--- config.mk ---
export PLATFORM = sky130hd
export DESIGN_NAME = udivider_seq
export DESIGN_NICKNAME = d
export VERILOG_FILES = /design/src/rtl/udiv_pkg.sv /design/src/rtl/udiv_step.sv /design/src/rtl/udivider_seq.sv
export SDC_FILE = /design/constraint.sdc
export NUM_CORES = 1
export LEC_CHECK = 0
export ABC_AREA = 0
export BUFFER_PORTS_ARGS = -buffer_cell sky130_fd_sc_hd__buf_2
export CORE_AREA = 2 2 127 154
export DETAILED_ROUTE_END_ITERATION = 8
export DIE_AREA = 0 0 129 156
export PLACE_DENSITY = 0.7
export SETUP_SLACK_MARGIN = 0.4
export SYNTH_ARGS = -nofsm -noshare
export SYNTH_HDL_FRONTEND = slang
export SYNTH_HIERARCHICAL = 1
export SYNTH_SLANG_ARGS = --single-unit
--- constraint.sdc ---
create_clock -name clk -period 5.62 [get_ports clk]
set_clock_uncertainty 0.15 [all_clocks]
set_input_delay 1.124 -clock clk [delete_from_list [all_inputs] [get_ports clk]]
set_output_delay 1.124 -clock clk [all_outputs]
set_load 0.01 [all_outputs]
--- src/rtl/udiv_pkg.sv ---
// rtl/udiv_pkg.sv - shared FSM encoding and constants for the sequential unsigned divider
package udiv_pkg;

    typedef enum logic [1:0] {
        S_IDLE = 2'd0,
        S_RUN  = 2'd1,
        S_DONE = 2'd2
    } state_t;

    localparam int UDIV_MAX_WIDTH = 64;

    // Quotient reported on divide-by-zero; instances slice the low WIDTH bits.
    localparam logic [UDIV_MAX_WIDTH-1:0] DIV_ZERO_QUOT = '1;

endpackage

--- src/rtl/udiv_step.sv ---
// rtl/udiv_step.sv - one combinational restoring-division step
module udiv_step #(
    parameter int WIDTH = 32
) (
    input  logic [WIDTH:0]   r_in,
    input  logic             bit_in,
    input  logic [WIDTH-1:0] d,
    output logic [WIDTH:0]   r_out,
    output logic             qbit
);

    // The partial remainder always stays below the divisor, so r_in[WIDTH] is zero.
    // Carrying it into a WIDTH+2 trial keeps the step exact without an assumption.
    logic [WIDTH+1:0] trial;
    logic [WIDTH+1:0] d_ext;

    assign trial = {r_in, bit_in};
    assign d_ext = {2'b00, d};

    always_comb begin
        qbit  = (trial >= d_ext);
        r_out = trial[WIDTH:0];
        if (qbit) begin
            r_out = (WIDTH+1)'(trial - d_ext);
        end
    end

endmodule

--- src/rtl/udivider_seq.sv ---
// rtl/udivider_seq.sv - sequential restoring unsigned divider, one quotient bit per clock
module udivider_seq
    import udiv_pkg::*;
#(
    parameter int WIDTH = 32,
    parameter int CNT_W = 6
) (
    input  logic             clk,
    input  logic             reset,
    input  logic             start,
    input  logic [WIDTH-1:0] dividend,
    input  logic [WIDTH-1:0] divisor,
    output logic             busy,
    output logic             done,
    output logic             div_zero,
    output logic [WIDTH-1:0] quotient,
    output logic [WIDTH-1:0] remainder
);

    state_t           state;
    logic [WIDTH-1:0] q_reg;
    logic [WIDTH-1:0] d_reg;
    logic [WIDTH:0]   r_reg;
    logic [WIDTH:0]   r_next;
    logic             qbit;
    logic [WIDTH-1:0] q_next;
    logic [CNT_W-1:0] cnt;

    udiv_step #(
        .WIDTH (WIDTH)
    ) u_step (
        .r_in   (r_reg),
        .bit_in (q_reg[WIDTH-1]),
        .d      (d_reg),
        .r_out  (r_next),
        .qbit   (qbit)
    );

    assign q_next = {q_reg[WIDTH-2:0], qbit};

    always_ff @(posedge clk) begin
        if (reset) begin
            state     <= S_IDLE;
            q_reg     <= '0;
            d_reg     <= '0;
            r_reg     <= '0;
            cnt       <= '0;
            busy      <= 1'b0;
            done      <= 1'b0;
            div_zero  <= 1'b0;
            quotient  <= '0;
            remainder <= '0;
        end else begin
            case (state)
                S_IDLE, S_DONE: begin
                    if (start) begin
                        d_reg    <= divisor;
                        q_reg    <= dividend;
                        r_reg    <= '0;
                        cnt      <= '0;
                        done     <= 1'b0;
                        div_zero <= 1'b0;
                        if (divisor == '0) begin
                            // Divide-by-zero short-circuits the iteration entirely.
                            state     <= S_DONE;
                            done      <= 1'b1;
                            div_zero  <= 1'b1;
                            quotient  <= DIV_ZERO_QUOT[WIDTH-1:0];
                            remainder <= dividend;
                        end else begin
                            state <= S_RUN;
                            busy  <= 1'b1;
                        end
                    end
                end
                S_RUN: begin
                    q_reg <= q_next;
                    r_reg <= r_next;
                    cnt   <= cnt + CNT_W'(1);
                    if (cnt == CNT_W'(WIDTH - 1)) begin
                        state     <= S_DONE;
                        busy      <= 1'b0;
                        done      <= 1'b1;
                        quotient  <= q_next;
                        remainder <= r_next[WIDTH-1:0];
                    end
                end
                default: begin
                    state <= S_IDLE;
                    busy  <= 1'b0;
                    done  <= 1'b0;
                end
            endcase
        end
    end

endmodule

## After elaboration in Yosys (flattened, before gate mapping)

Cells that the tools add are included.

- Add/sub/neg operators: 2
- Reductions and logical operators: 9
- $lt $le $gt $ge: 1
- Eq/ne operators: 7
- Multiplexer cells: 27

Operators by type and width:

| operator | number |
|---|---|
| two-way mux 32 bit | 7 |
| case mux 32 bit (2 select lines) | 3 |
| two-way mux 33 bit | 2 |
| case mux 33 bit (2 select lines) | 1 |
| greater-or-equal comparator 34 x 32 -> 1 bit | 1 |
| subtractor 33 x 32 -> 33 bit | 1 |
| zero test 32 bit | 1 |
| case mux 6 bit (2 select lines) | 1 |
| inequality test 2 bit, second input constant | 4 |
| adder 6 x 1 -> 6 bit, second input constant | 1 |
| == test 6 x 5 -> 1 bit, second input constant | 1 |
| two-way mux 1 bit | 6 |
| two-way mux 2 bit | 3 |
| two-way mux 6 bit | 1 |
| AND reduction 2 bit | 3 |
| case mux 1 bit (2 select lines) | 2 |
| case mux 2 bit (2 select lines) | 1 |
| AND reduction 4 bit | 1 |
| AND reduction 3 bit | 1 |
| == test 2 x 1 -> 1 bit, second input constant | 1 |
| == test 2 bit, second input constant | 1 |
| zero test 2 bit | 1 |
| nonzero test 2 bit | 1 |
| OR reduction 2 bit | 1 |

- Register bits: 172
- Output and inout port bits: 67
- Logic and storage cells: 56

## Logic depth before layout (Yosys ltp)

- Depth after elaboration: 4
- Mapped depth: 17
- Depth with buffers taken out: 16

## By module

The synthesis kept the hierarchy.

Modules (own cells, without submodules):

| module | sequential area each (µm²) | instances | area each (µm²) | cells an instance |
|---|---|---|---|---|
| udivider_seq | 3423.3 | 1 | 6982.9 | 762 |
| udiv_step | 0.0 | 1 | 2190.9 | 346 |

## Worst setup path before layout

Ideal clock, no wire load.

- Kind: reg-to-reg
- Start point: reg q_reg[31]
- End point: reg remainder[22]
- Path slack: 2.426 ns
- Stages on the path, launching flop included: 17
- Path buffers: 0
- Library setup time: 0.122 ns
- Required time: 5.348 ns
- Period minus slack after synthesis: 3.194 ns
- Arrival time: 2.923 ns
- Path through: dfxtp_1 inv_1 ha_1 inv_1 fa_1 a211oi_2 o211a_1 nor2_1 a21o_1 a311o_1 a21o_1 a21oi_2 xnor2_1 mux2_2 nand3_1 a21oi_1 a221o_1

- Cells in the longest elaborated chain, start to end: 4
- Elaborated cells on any way between the ends: 5

Ends and longest elaborated chain:

| item | line | text |
|---|---|---|
| start: declaration | udivider_seq.sv:21 | `logic [WIDTH-1:0] q_reg;` |
| start signal: assignment | udivider_seq.sv:58 | `q_reg <= dividend;` |
| start signal: assignment | udivider_seq.sv:77 | `q_reg <= q_next;` |
| subtractor 33 x 32 -> 33 bit / greater-or-equal comparator 34 x 32 -> 1 bit (equally long branches) | udiv_step.sv:24, udiv_step.sv:21 |  |
| two-way mux 33 bit (*) | udiv_step.sv:23 | `if (qbit) begin` |
| named net r_next[22] | udivider_seq.sv:24 | `logic [WIDTH:0] r_next;` |
| two-way mux 32 bit (*) | udivider_seq.sv:80 | `if (cnt == CNT_W'(WIDTH - 1)) begin` |
| case mux 32 bit (2 select lines) (*) | udivider_seq.sv:54 | `case (state)` |
| end signal: assignment | udivider_seq.sv:69 | `remainder <= dividend;` |
| end signal: assignment | udivider_seq.sv:85 | `remainder <= r_next[WIDTH-1:0];` |
| end: declaration | udivider_seq.sv:17 | `output logic [WIDTH-1:0] remainder` |

Mark *: on every way through the listed nets, which the timed path passes. The rest lies on a longest branch. The select of a mux whose other input is x is not followed.
A chain may end at the register's enable or synchronous reset.

## Worst setup path in the final report

- Start point: reg q_reg[31]
- End point: reg remainder[22]

- Cells in the longest elaborated chain, start to end: 4
- Elaborated cells on any way between the ends: 5

Ends and longest elaborated chain:

| item | line | text |
|---|---|---|
| greater-or-equal comparator 34 x 32 -> 1 bit | udiv_step.sv:21 | `qbit = (trial >= d_ext);` |
| named net qbit | udivider_seq.sv:25 | `logic qbit;` |
| two-way mux 33 bit | udiv_step.sv:23 |  |
| named net r_next[22] | udivider_seq.sv:24 |  |
| two-way mux 32 bit | udivider_seq.sv:80 |  |
| case mux 32 bit (2 select lines) | udivider_seq.sv:54 |  |

The timed path passes the listed nets, and every way through them passes these cells. The select of a mux whose other input is x is not followed.

==> summary.md <==
| Metric | Value |
|---|---|
| Root Buffer Master | clkbuf_16 |
| Area Overhead vs Synth | 14.23% |
| Worst slew pin tran | 1.287 ns |
| Largest family of logic cells by synthesized area | compound AO/OA/AOI/OAI gates |
| Setup TNS | 0 ns |
| Final period utilization | 70.72% |
| Async SR Flop Fraction | 0% |
| FMAX | 251.6 MHz |
| Max-Cap Viols | 0 |
| IO Count | 134 |
| Cells after synthesis | 1108 |
| CP max stage delay | 0.70 ns |
| Mapped cell area | 9174 µm² |
| Final Max Tran Viols | 0 |
| Total CTS buffers | 17 |
| RePlAce Congestion | 0.9240 |
| Largest delay contributor family on the critical path | compound AO/OA/AOI/OAI gates |
| Final Core Density | 56.19% |
| Gr ovfl total | 0 |
| Die Area | 20120 µm² |
| Post CTS Setup Buffer Count | 0 |
| Die Span X | 129 µm |
| Simple-gate share of the synthesized area | 19.41% |
| XOR/XNOR share of the synthesized area | 2.578% |
| Fin. Hold Viols | 0 |
| CP most frequent cell | inv_1 |
| Total global-route track usage | 25.02% |
| Total number of vias | 8496 |
| CP Data Arrival Time | 4.15 ns |
| Crit path max-delay cell type | a31oi_4 |
| Routed wl met3 | 1.255 mm |
| Core area | 18650 µm² |
| Max reg flops | 33 |
| Sequential fraction of the synthesis area | 37.32% |
| Post-synthesis register bit count | 171 |
| Clk_lat worst skew | 0.44 ns |
| Antenna diode count | 0 |
| Leak Pwr | 4.250 nW |
| Global-route wire length before repair | 40.32 mm |
| # rows | 55 |
| CTS Sinks | 171 |
| Antenna violations before repair | 0 |
| CP Max Fanout | 29 |
| Fraction of synthesized area in multiplexers | 0.3682% |
| CTS tree | yes |
| VDD IR max | 0.0002817 V |
| Met1 WL | 11.99 mm |
| CP Data Required Time | 5.79 ns |
| Worst-case clock buffer depth | 2 |
| Number of vias per cell | 5.847 |
| Max_slew headroom | 14.22% |
| CTS H-tree lvls | 4 |
| Vias in the first global route | 7696 |
| Top FF cell, synth | dfxtp_1 |
| Ys Warns | 6 |
| DRT iter0 DRCs | 568 |
| TritonRoute pass-1 iters | 5 |
| Power Density | 461.2 nW/µm² |
| Clock period minus worst slack | 3.975 ns |
| DR top layer | met4 |
| Drt drc | 0 |
| Crit Path Category | reg -> reg |
| HP Class | reg -> reg |
| Antenna Nets Post-Route | 0 |
| Unrepaired setup endpoints after global routing | no |
| Power Total | 0.004832 W |
| Post-Synth Adder-Cell Area | 4.719% |
| Compound-Gate Fraction of Synth Area | 29.08% |
| Hold_buf cts | 0 |
| Avg Cell Area, Syn | 8.280 µm² |
| Drt total wl | 25.51 mm |
| Input/output buffers | 133 |
| # setup viols final | 0 |
| Status | finished, final reports clean |
| Critical Path End Type | register |
| Height of the die | 156 µm |
| Nets@finish | 1286 |
| Share of cells above drive strength 1 | 17.63% |
| Reg clk slew, reported paths | 0.07 ns |
| Worst-path cell chain | inv_1 > ha_1 > inv_1 > fa_1 > a211oi_2 > o211a_1 > o211ai_1 > and2_1 > a31oi_2 > a31oi_4 > buf_4 > mux2_2 > nand3_1 > a21oi_1 > a221o_1 |
| Met2 Routed Length | 11.68 mm |
| Wire per inst | 17.55 µm |
| Post-synth EDFFs | 0 |
| Most frequent cells in the layout | nand2_1 (171), dfxtp_1 (171), buf_2 (132), a21oi_1 (120), nor2_1 (109) |
| Starting density of the core | 49.19% |
| Largest net degree at the start of global routing | 82 |
| Post-cts resize count | 0 |
| Syn Nets | 1209 |
| Count of buffer and inverter cells on the critical path | 3 |
| Count of cell types in the netlist | 74 |
| DPL Wire Length | 17.88 mm |
| Crit path launch type | register |
==> logic make-up after synthesis <==
group           Yosys count
compound gates          358
flops                   171
xor+xnor                 27
simple gates            382
buf+inv                 133
fa+ha+maj                34
mux                       3
==> cells in the mapped netlist (all sizes together), types with 32 or more instances <==
library cell / n / share of area, %
dfxtp: 171 / 37
nand2: 171 / 7.0
a21oi: 122 / 6.7
nor2: 110 / 4.5
clkbuf: 46 / 1.9
inv: 45 / 1.8
nand3: 43 / 2.3
buf: 42 / 2.8
o211ai: 38 / 3.2
a22oi: 34 / 2.8
a311oi: 33 / 3.2
ha: 33 / 4.5
a221o: 32 / 3.5
==> metrics by stage <==
stage,worst slack (ns),hold WS [ns],instance area (µm²),cells
2_1_floorplan,2.426,0.2863,9174,1108
3_3_place_gp,1.777,0.2938,9863,1422
3_5_place_dp,1.675,0.2968,9863,1422
4_1_cts,1.644,0.3061,10480,1453
5_1_grt,1.349,0.3310,10480,1453
6_report,1.645,0.3059,10480,1453
==> per-layer routing <==
metal / vias to the layer above / global-route usage, %
li1: 4202 / -
met1: 3969 / 34.58
met2: 284 / 40.06
met3: 41 / 3.258
met4: 0 / 8.799
met5: - / 0
==> tightest hold or removal path, stage by stage (launching register included) <==
cell and delay [ns]:
dfxtp_1 0.31, nand2_1 0.05, a21oi_1 0.05
==> cell type report <==
| type | count | area (µm²) |
|---|---|---|
| Timing Repair Buffer | 146 | 765.7 |
| Multi-Input combinational cell | 804 | 5185 |
| Sequential cell | 171 | 3423 |
| Inverter | 45 | 168.9 |
| Fill cell | 1742 | 8170 |
| Clock buffer | 17 | 425.4 |
| Tap cell | 256 | 320.3 |
| Clock inverter | 14 | 190.2 |
==> final timing paths <==
check                         start  slack (ns)  cells after the start                          to
max          q_reg[31]$_SDFFE_PP0P_        1.65                     15  remainder[22]$_SDFFE_PP0P_
min          d_reg[18]$_SDFFE_PP0P_        0.31                      2      d_reg[18]$_SDFFE_PP0P_
max reg2reg  q_reg[31]$_SDFFE_PP0P_        1.65                     15  remainder[22]$_SDFFE_PP0P_
min reg2reg  d_reg[18]$_SDFFE_PP0P_        0.31                      2      d_reg[18]$_SDFFE_PP0P_
==> report_power, final <==
part	internal (W)	leakage (nW)	switching [W]
registers	0.00130	1.39	0.0000745
clock network	0.000709	0.300	0.000529
logic	0.000820	2.56	0.00140
Note: power is estimated with default switching activity, not from simulation.
